`src/rtl/mac_pkg.sv`:
```
// Shared types and helpers for the MAC learning table.
package mac_pkg;

  typedef enum logic [1:0] {
    ST_IDLE   = 2'd0,
    ST_LOOKUP = 2'd1,
    ST_RESP   = 2'd2
  } state_e;

  localparam int unsigned MAX_ADDR_WIDTH = 64;

  // I/G bit sits in the lowest bit of the first transmitted octet.
  function automatic logic is_multicast(input logic [MAX_ADDR_WIDTH-1:0] addr,
                                        input int unsigned addr_width);
    logic [MAX_ADDR_WIDTH-1:0] sh;
    sh = addr >> (addr_width - 8);
    return sh[0];
  endfunction

endpackage

```
`src/rtl/mac_cam_match.sv`:
```
// Parallel compare of one key against every table entry; lowest index wins.
module mac_cam_match #(
  parameter int unsigned ADDR_WIDTH = 48,
  parameter int unsigned DEPTH      = 16,
  localparam int unsigned IW        = $clog2(DEPTH)
) (
  input  logic [ADDR_WIDTH-1:0] key,
  input  logic [DEPTH-1:0]      valid,
  input  logic [ADDR_WIDTH-1:0] macs [DEPTH],
  output logic                  hit_c,
  output logic [IW-1:0]         hit_idx_c,
  output logic                  free_c,
  output logic [IW-1:0]         free_idx_c
);

  always_comb begin
    hit_c      = 1'b0;
    hit_idx_c  = '0;
    free_c     = 1'b0;
    free_idx_c = '0;
    for (int i = int'(DEPTH) - 1; i >= 0; i--) begin
      if (valid[i] && (macs[i] == key)) begin
        hit_c     = 1'b1;
        hit_idx_c = IW'(i);
      end
      if (!valid[i]) begin
        free_c     = 1'b1;
        free_idx_c = IW'(i);
      end
    end
  end

endmodule

```
`src/rtl/mac_learn_table.sv`:
```
// MAC learning/forwarding table with valid/ready request/response handshake,
// per-entry aging, station moves, flush and same-port filtering.
module mac_learn_table
  import mac_pkg::*;
#(
  parameter int unsigned ADDR_WIDTH = 48,
  parameter int unsigned DEPTH      = 16,
  parameter int unsigned NUM_PORTS  = 16,
  parameter int unsigned AGE_WIDTH  = 8,
  localparam int unsigned PW        = $clog2(NUM_PORTS)
) (
  input  logic                         clk,
  input  logic                         reset,
  input  logic                         req_valid,
  output logic                         req_ready,
  input  logic [ADDR_WIDTH-1:0]        dst_addr,
  input  logic [ADDR_WIDTH-1:0]        src_addr,
  input  logic [PW-1:0]                src_port,
  output logic                         resp_valid,
  input  logic                         resp_ready,
  output logic                         resp_hit,
  output logic [PW-1:0]                resp_port,
  output logic [NUM_PORTS-1:0]         resp_fwd_mask,
  input  logic                         age_tick,
  input  logic                         flush,
  output logic                         learn_full,
  output logic [$clog2(DEPTH+1)-1:0]   entry_count
);

  localparam int unsigned IW = $clog2(DEPTH);
  localparam int unsigned CW = $clog2(DEPTH + 1);
  localparam logic [AGE_WIDTH-1:0] AGE_MAX = '1;

  typedef struct packed {
    logic [ADDR_WIDTH-1:0] mac;
    logic [PW-1:0]         port;
    logic [AGE_WIDTH-1:0]  age;
  } entry_t;

  state_e                state_q, state_d;
  logic                  cap, do_lookup;
  logic [ADDR_WIDTH-1:0] dst_q, src_q;
  logic [PW-1:0]         sport_q;
  logic [DEPTH-1:0]      valid_q, valid_d;
  entry_t                tbl_q [DEPTH];
  logic [ADDR_WIDTH-1:0] mac_c [DEPTH];
  logic [CW-1:0]         count_d;

  logic                  d_hit, s_hit, s_free;
  logic [IW-1:0]         d_idx, s_idx, s_free_idx;
  logic                  unused_dst_free;
  logic [IW-1:0]         unused_dst_free_idx;

  logic                  hit_d;
  logic [PW-1:0]         port_d;
  logic [NUM_PORTS-1:0]  mask_d, flood;
  logic                  src_ok, learn_en, wr_en, full_d;
  logic [IW-1:0]         wr_idx;

  always_comb begin
    for (int i = 0; i < int'(DEPTH); i++) mac_c[i] = tbl_q[i].mac;
  end

  mac_cam_match #(.ADDR_WIDTH(ADDR_WIDTH), .DEPTH(DEPTH)) u_dst_match (
    .key(dst_q), .valid(valid_q), .macs(mac_c),
    .hit_c(d_hit), .hit_idx_c(d_idx),
    .free_c(unused_dst_free), .free_idx_c(unused_dst_free_idx)
  );

  mac_cam_match #(.ADDR_WIDTH(ADDR_WIDTH), .DEPTH(DEPTH)) u_src_match (
    .key(src_q), .valid(valid_q), .macs(mac_c),
    .hit_c(s_hit), .hit_idx_c(s_idx),
    .free_c(s_free), .free_idx_c(s_free_idx)
  );

  // Next-state logic: accept in IDLE, one lookup cycle, hold response until consumed.
  always_comb begin
    state_d   = state_q;
    cap       = 1'b0;
    do_lookup = 1'b0;
    unique case (state_q)
      ST_IDLE: begin
        if (req_valid) begin
          state_d = ST_LOOKUP;
          cap     = 1'b1;
        end
      end
      ST_LOOKUP: begin
        state_d   = ST_RESP;
        do_lookup = 1'b1;
      end
      ST_RESP: begin
        if (resp_ready) state_d = ST_IDLE;
      end
      default: state_d = ST_IDLE;
    endcase
  end

  // Destination lookup against the pre-learn table contents.
  always_comb begin
    flood  = ~(NUM_PORTS'(1) << sport_q);
    hit_d  = 1'b0;
    port_d = '0;
    mask_d = flood;
    if (!is_multicast(64'(dst_q), ADDR_WIDTH) && d_hit) begin
      hit_d  = 1'b1;
      port_d = tbl_q[d_idx].port;
      mask_d = (port_d == sport_q) ? '0 : (NUM_PORTS'(1) << port_d);
    end
  end

  // A source hit always reuses its entry, so duplicates cannot form.
  assign src_ok   = !is_multicast(64'(src_q), ADDR_WIDTH) && (src_q != '0);
  assign learn_en = do_lookup && !flush && src_ok;
  assign wr_en    = learn_en && (s_hit || s_free);
  assign wr_idx   = s_hit ? s_idx : s_free_idx;
  assign full_d   = learn_en && !s_hit && !s_free;

  // Priority: flush over learn over aging expiry.
  always_comb begin
    valid_d = valid_q;
    for (int i = 0; i < int'(DEPTH); i++) begin
      if (age_tick && valid_q[i] && (tbl_q[i].age == AGE_WIDTH'(1))) valid_d[i] = 1'b0;
    end
    if (wr_en) valid_d[wr_idx] = 1'b1;
    if (flush) valid_d = '0;
    count_d = '0;
    for (int i = 0; i < int'(DEPTH); i++) count_d = count_d + CW'(valid_d[i]);
  end

  always_ff @(posedge clk or negedge reset) begin
    if (!reset) begin
      state_q       <= ST_IDLE;
      req_ready     <= 1'b1;
      resp_valid    <= 1'b0;
      resp_hit      <= 1'b0;
      resp_port     <= '0;
      resp_fwd_mask <= '0;
      learn_full    <= 1'b0;
      valid_q       <= '0;
      entry_count   <= '0;
    end else begin
      state_q     <= state_d;
      req_ready   <= (state_d == ST_IDLE);
      resp_valid  <= (state_d == ST_RESP);
      learn_full  <= full_d;
      valid_q     <= valid_d;
      entry_count <= count_d;
      if (do_lookup) begin
        resp_hit      <= hit_d;
        resp_port     <= port_d;
        resp_fwd_mask <= mask_d;
      end
    end
  end

  // Payload storage is qualified by valid_q, so it needs no reset.
  always_ff @(posedge clk) begin
    if (cap) begin
      dst_q   <= dst_addr;
      src_q   <= src_addr;
      sport_q <= src_port;
    end
    for (int i = 0; i < int'(DEPTH); i++) begin
      if (wr_en && (wr_idx == IW'(i))) begin
        tbl_q[i].mac  <= src_q;
        tbl_q[i].port <= sport_q;
        tbl_q[i].age  <= AGE_MAX;
      end else if (age_tick && valid_q[i]) begin
        tbl_q[i].age <= tbl_q[i].age - AGE_WIDTH'(1);
      end
    end
  end

endmodule

```
`config.mk`:
```
export PLATFORM = sky130hd
export DESIGN_NAME = mac_learn_table
export DESIGN_NICKNAME = d
export VERILOG_FILES = /design/src/rtl/mac_pkg.sv /design/src/rtl/mac_cam_match.sv /design/src/rtl/mac_learn_table.sv
export SDC_FILE = /design/constraint.sdc
export NUM_CORES = 2
export LEC_CHECK = 0
export BUFFER_PORTS_ARGS = -buffer_cell sky130_fd_sc_hd__buf_2
export CAP_MARGIN = 20
export CELL_PAD_IN_SITES_DETAIL_PLACEMENT = 1
export CELL_PAD_IN_SITES_GLOBAL_PLACEMENT = 1
export CORE_MARGIN = 3
export CORE_UTILIZATION = 52
export DETAILED_ROUTE_END_ITERATION = 8
export PLACE_DENSITY_LB_ADDON = 0.2
export SETUP_SLACK_MARGIN = 0.05
export SLEW_MARGIN = 25
export SYNTH_ARGS = -nofsm -noshare
export SYNTH_HDL_FRONTEND = slang
export SYNTH_SLANG_ARGS = --single-unit
```
`constraint.sdc`:
```
create_clock -name clk -period 10.7 [get_ports clk]
set_clock_uncertainty 0.1 [all_clocks]
set_input_delay 1.605 -clock clk [delete_from_list [all_inputs] [get_ports clk]]
set_output_delay 1.605 -clock clk [all_outputs]
set_load 0.005 [all_outputs]
```
==> run summary <==
The termination of the worst setup path is entry_count[3]. After detailed placement, the total cell area comes to ~63000 um^2. The register clock-pin slew on the reported worst setup and hold paths is 0.06 ns.

The maximum clock insertion buffer count is 3. The number of cells in the design after placement came out at between 6000 and 7000. The number of gates resized after CTS was 0.

The final count of hold timing violations came out at 0. At the pin with the least slew margin, the transition time is 1.10 ns. The initial antenna violation count came to 22. The die extent in y came out at between 300 and 400 um. Combinational cells account for around 26% of the total power. The placer's final routability congestion estimate came out at approximately 1.

The core outline area is 115000 um^2. Global routing used around 44% of the available tracks. The launching element type of the critical path is a register.

The die covers about 120000 um^2. After global routing the overflow that remains totals 0. The area of the mapped netlist came out at 60600 um^2. Of all flip-flops after synthesis, the portion carrying an async set or reset was 4.25%. TritonCTS built the clock tree. The switching part of the total came out at between 30% and 40%.

In this run, the number of DRC markers left after iteration 0 of detailed routing was just under 8000. The total DRC errors in the routed layout came out at 0. The routed via count came out at around 47000.

The post-layout net count is around 5400. In the final routed layout, each cell accounts on average for a little under 40 um. The power density over cell area came out at around 190 nW/um^2. At the later pin of the worst-skew pair, clock insertion delay measures around 0.80 ns. The fraction of the cycle the final worst path needs is between 80% and 90%.

The pin count of the biggest net entering global routing is 54. In the post-synthesis netlist, the biggest area contributors are sky130_fd_sc_hd__edfxtp_1 53%, sky130_fd_sc_hd__xnor2_1 13%, sky130_fd_sc_hd__xor2_1 8.4%, sky130_fd_sc_hd__nand4_1 3.2%, sky130_fd_sc_hd__nor4_1 2.8%. Pin placement for this block handled about 140 I/O pins.

The post-route netlist has a little over a tenth of its cells at a drive strength greater than 1. A synthesized cell averages around 12 um^2. The relative contribution of the clock network to total power is 35.0%. Counting flops and latches in the post-synthesis netlist gives ~1100. The flip-flop cell with the highest count after synthesis is sky130_fd_sc_hd__edfxtp_1. The wire length of the first global-routing pass is approximately 370 mm. The total non-filler cell area in the finished layout came out at around 68000 um^2.

The iteration count of the initial detailed-routing pass came out at 5. The worst slack at placement came out at roughly 2.5 ns. The worst voltage drop across the vdd grid is 0.000243 V. Setup total negative slack on the finished layout was measured at 0 ns.

The smallest hold slack came out at 0.366 ns. The top fanout value on the critical path came out at 20. The final critical-path required period came out at roughly 8.6 ns. The number of cells on the worst reg-to-reg path is 23. The tightest min-delay check is of the register to register type.

The number of distinct library cell variants in the gate-level netlist after synthesis is around 110. The number of max-slew violations in the final report came to 0. The routed wire length came out at between 200 and 300 mm. The tool flagged a number of max-cap violations equal to 0. The part of the total power dissipated in sequential elements is ~40%. Sequential cells were found to cover roughly 54% of the synthesized design area. The routed via count divided by cell count came out at about 6.9. The element type at the critical path end is a register. The timing-limited maximum frequency is ~120 MHz. Yosys printed 0 warnings. The finished layout holds 6833 standard cells, fillers aside. Headroom to the max-slew limit came out at about a quarter. The setup check on the worst reg-to-reg path leaves a slack of 2.13 ns. The cell-internal power is between 8 and 9 mW. The final HPWL from detailed placement is around 180 mm. The master cell of the clock root buffer is sky130_fd_sc_hd__clkbuf_16.

The flow ran to the end, and the final reports show no timing, DRC or antenna violations. Row generation in the floorplan step produced between 100 and 150 rows. The initial utilization of the core area, before any placement, comes to between 50 and 60%. Counting flops with a built-in enable in the synthesized netlist gives approximately 1100. The number of cells produced by synthesis came out at about 5000.

The via count of the first global-routing pass is approximately 48000. The number of port buffers is ~130. The endpoint identified for the worst register-to-register timing path is entry_count[3]. The number of clock sinks seen by CTS is roughly 1100.

The startpoint of the worst-slack reg-to-reg timing path is src_q[28]. The residual antenna-violating net count after detailed routing came out at 0. Data arrives at the worst endpoint at 9.16 ns. The cell leakage power came out at around 23 nW. The hold-fix buffer count after cts is 0. The deepest level of the CTS H-tree is 4. The number of buffers added by the clock tree synthesis step is approximately 130. The proportion of netlist area held by the largest area contributor came out at a little over half. Among all cell types in the netlist, the one instantiated most often is sky130_fd_sc_hd__edfxtp_1. The largest total area in the synthesized netlist belongs to sky130_fd_sc_hd__edfxtp_1. Data on the critical path is required at its endpoint by 11.29 ns.

The setup violation total in the final timing report is 0. The floorplan die width came out at between 300 and 400 um. The utilization after layout came out at between 50% and 60%. The net switching power came out at 4.57 mW. In this run the post-CTS setup repair buffer count came out at 0. The commonest cells after synthesis are 1060 x sky130_fd_sc_hd__edfxtp_1, 891 x sky130_fd_sc_hd__xnor2_1, 579 x sky130_fd_sc_hd__xor2_1. The type of the worst setup path is register to register. The worst path setup slack after routing is 2.13 ns. Setup repair after global routing left no endpoint under its margin. The critical path starts at src_q[28]. The total nets after synthesis is slightly above 5000. The total chip power came out at approximately 13 mW. The synthesis-to-finish area growth is 11.9%.
## layout make-up
cell class                 count  area (um^2)
clock inverter                78          766
timing repair buffer         301         2070
fill                       11392        47200
tap                         1512         1890
sequential                  1107        33000
antenna                        9         22.5
multi-input combinational   3503        25900
clock buffer                 162         3540
inverter                     161          604
## cell usage in the layout (no fill, tap or decap), types with 83 or more instances in the layout
master	netlist	routed
sky130_fd_sc_hd__buf_4	21	155
sky130_fd_sc_hd__nor2_1	112	112
sky130_fd_sc_hd__nand2b_1	183	183
sky130_fd_sc_hd__inv_1	155	139
sky130_fd_sc_hd__nor4_1	270	266
sky130_fd_sc_hd__edfxtp_1	1060	1060
sky130_fd_sc_hd__clkbuf_16	0	137
sky130_fd_sc_hd__nand3_1	94	94
sky130_fd_sc_hd__nand4_1	313	313
sky130_fd_sc_hd__xnor2_1	891	891
sky130_fd_sc_hd__xor2_1	579	579
sky130_fd_sc_hd__nand2_1	302	302
sky130_fd_sc_hd__nor3_1	84	83
sky130_fd_sc_hd__buf_2	61	134
## flip-flops by register name (all words and copies together) (netlist names)
| signal | cells |
|---|---|
| valid_q | 16 |
| resp_valid | 1 |
| learn_full | 1 |
| tbl_q | 960 |
| resp_port | 4 |
| src_q | 48 |
| resp_fwd_mask | 16 |
| entry_count | 5 |
| sport_q | 4 |
| req_ready | 1 |
| state_q | 2 |
| resp_hit | 1 |
| dst_q | 48 |
## worst max-delay path, stage by stage (launching register included)
cell and delay (ns):
sky130_fd_sc_hd__edfxtp_1 0.98, sky130_fd_sc_hd__buf_4 0.59, sky130_fd_sc_hd__inv_1 0.20, sky130_fd_sc_hd__a22o_1 0.27
sky130_fd_sc_hd__nor4_1 0.29, sky130_fd_sc_hd__nand2_1 0.13, sky130_fd_sc_hd__o41ai_1 0.88, sky130_fd_sc_hd__nor4_1 0.29
sky130_fd_sc_hd__and3_1 0.27, sky130_fd_sc_hd__a21oi_1 0.18, sky130_fd_sc_hd__nand2_1 0.10, sky130_fd_sc_hd__a21oi_1 0.62
sky130_fd_sc_hd__nand2_1 0.24, sky130_fd_sc_hd__a21oi_1 0.32, sky130_fd_sc_hd__fa_1 0.47, sky130_fd_sc_hd__fa_1 0.49
sky130_fd_sc_hd__inv_1 0.06, sky130_fd_sc_hd__fa_1 0.44, sky130_fd_sc_hd__fa_1 0.57, sky130_fd_sc_hd__inv_1 0.07
sky130_fd_sc_hd__ha_1 0.29, sky130_fd_sc_hd__a21o_1 0.20, sky130_fd_sc_hd__a21oi_1 0.22, sky130_fd_sc_hd__xnor2_1 0.16
## power by group through the flow
| stage | Combinational, mW | Clock (mW) | Sequential [mW] |
|---|---|---|---|
| finish | 3.34 | 4.59 | 5.19 |
| global route | 3.32 | 4.77 | 5.20 |
| CTS | 3.13 | 4.60 | 5.19 |
| detailed placement | 3.12 | 0 | 5.28 |
| global placement | 3.09 | 0 | 5.27 |
| floorplan | 1.63 | 0 | 5.29 |
## cells by family after synthesis
kind of cell | after synthesis | synth area share (%)
AND/OR/NAND/NOR | 1611 | 15.3
flip-flops | 1107 | 54.5
XOR/XNOR | 1476 | 21.4
multiplexers | 46 | 0.801
adder cells (fa/ha/maj) | 47 | 1.09
AO/OA/AOI/OAI | 323 | 4.04
buffers and inverters | 375 | 2.88
## per-layer routing
layer	track usage, %	up-vias	wire, um
li1	-	18645	-
met1	58.7	23826	97900
met2	62.7	3823	110000
met3	13.1	1100	39900
met4	30.9	10	23700
met5	0	-	98
## how the worst min path moves through the flow
| stage | from | endpoint | slack, ns | depth (start not counted) |
|---|---|---|---|---|
| 2_1_floorplan | resp_port[0] | resp_port[0] | 0.36 | 2 |
| 3_3_place_gp | resp_port[0] | resp_port[0] | 0.35 | 2 |
| 3_5_place_dp | resp_port[1] | resp_port[1] | 0.36 | 2 |
| 4_1_cts | resp_port[1] | resp_port[1] | 0.37 | 2 |
| 5_1_grt | resp_port[1] | resp_port[1] | 0.39 | 2 |
| 6_report | resp_port[1] | resp_port[1] | 0.37 | 2 |
(Power assumes the default switching activity.)
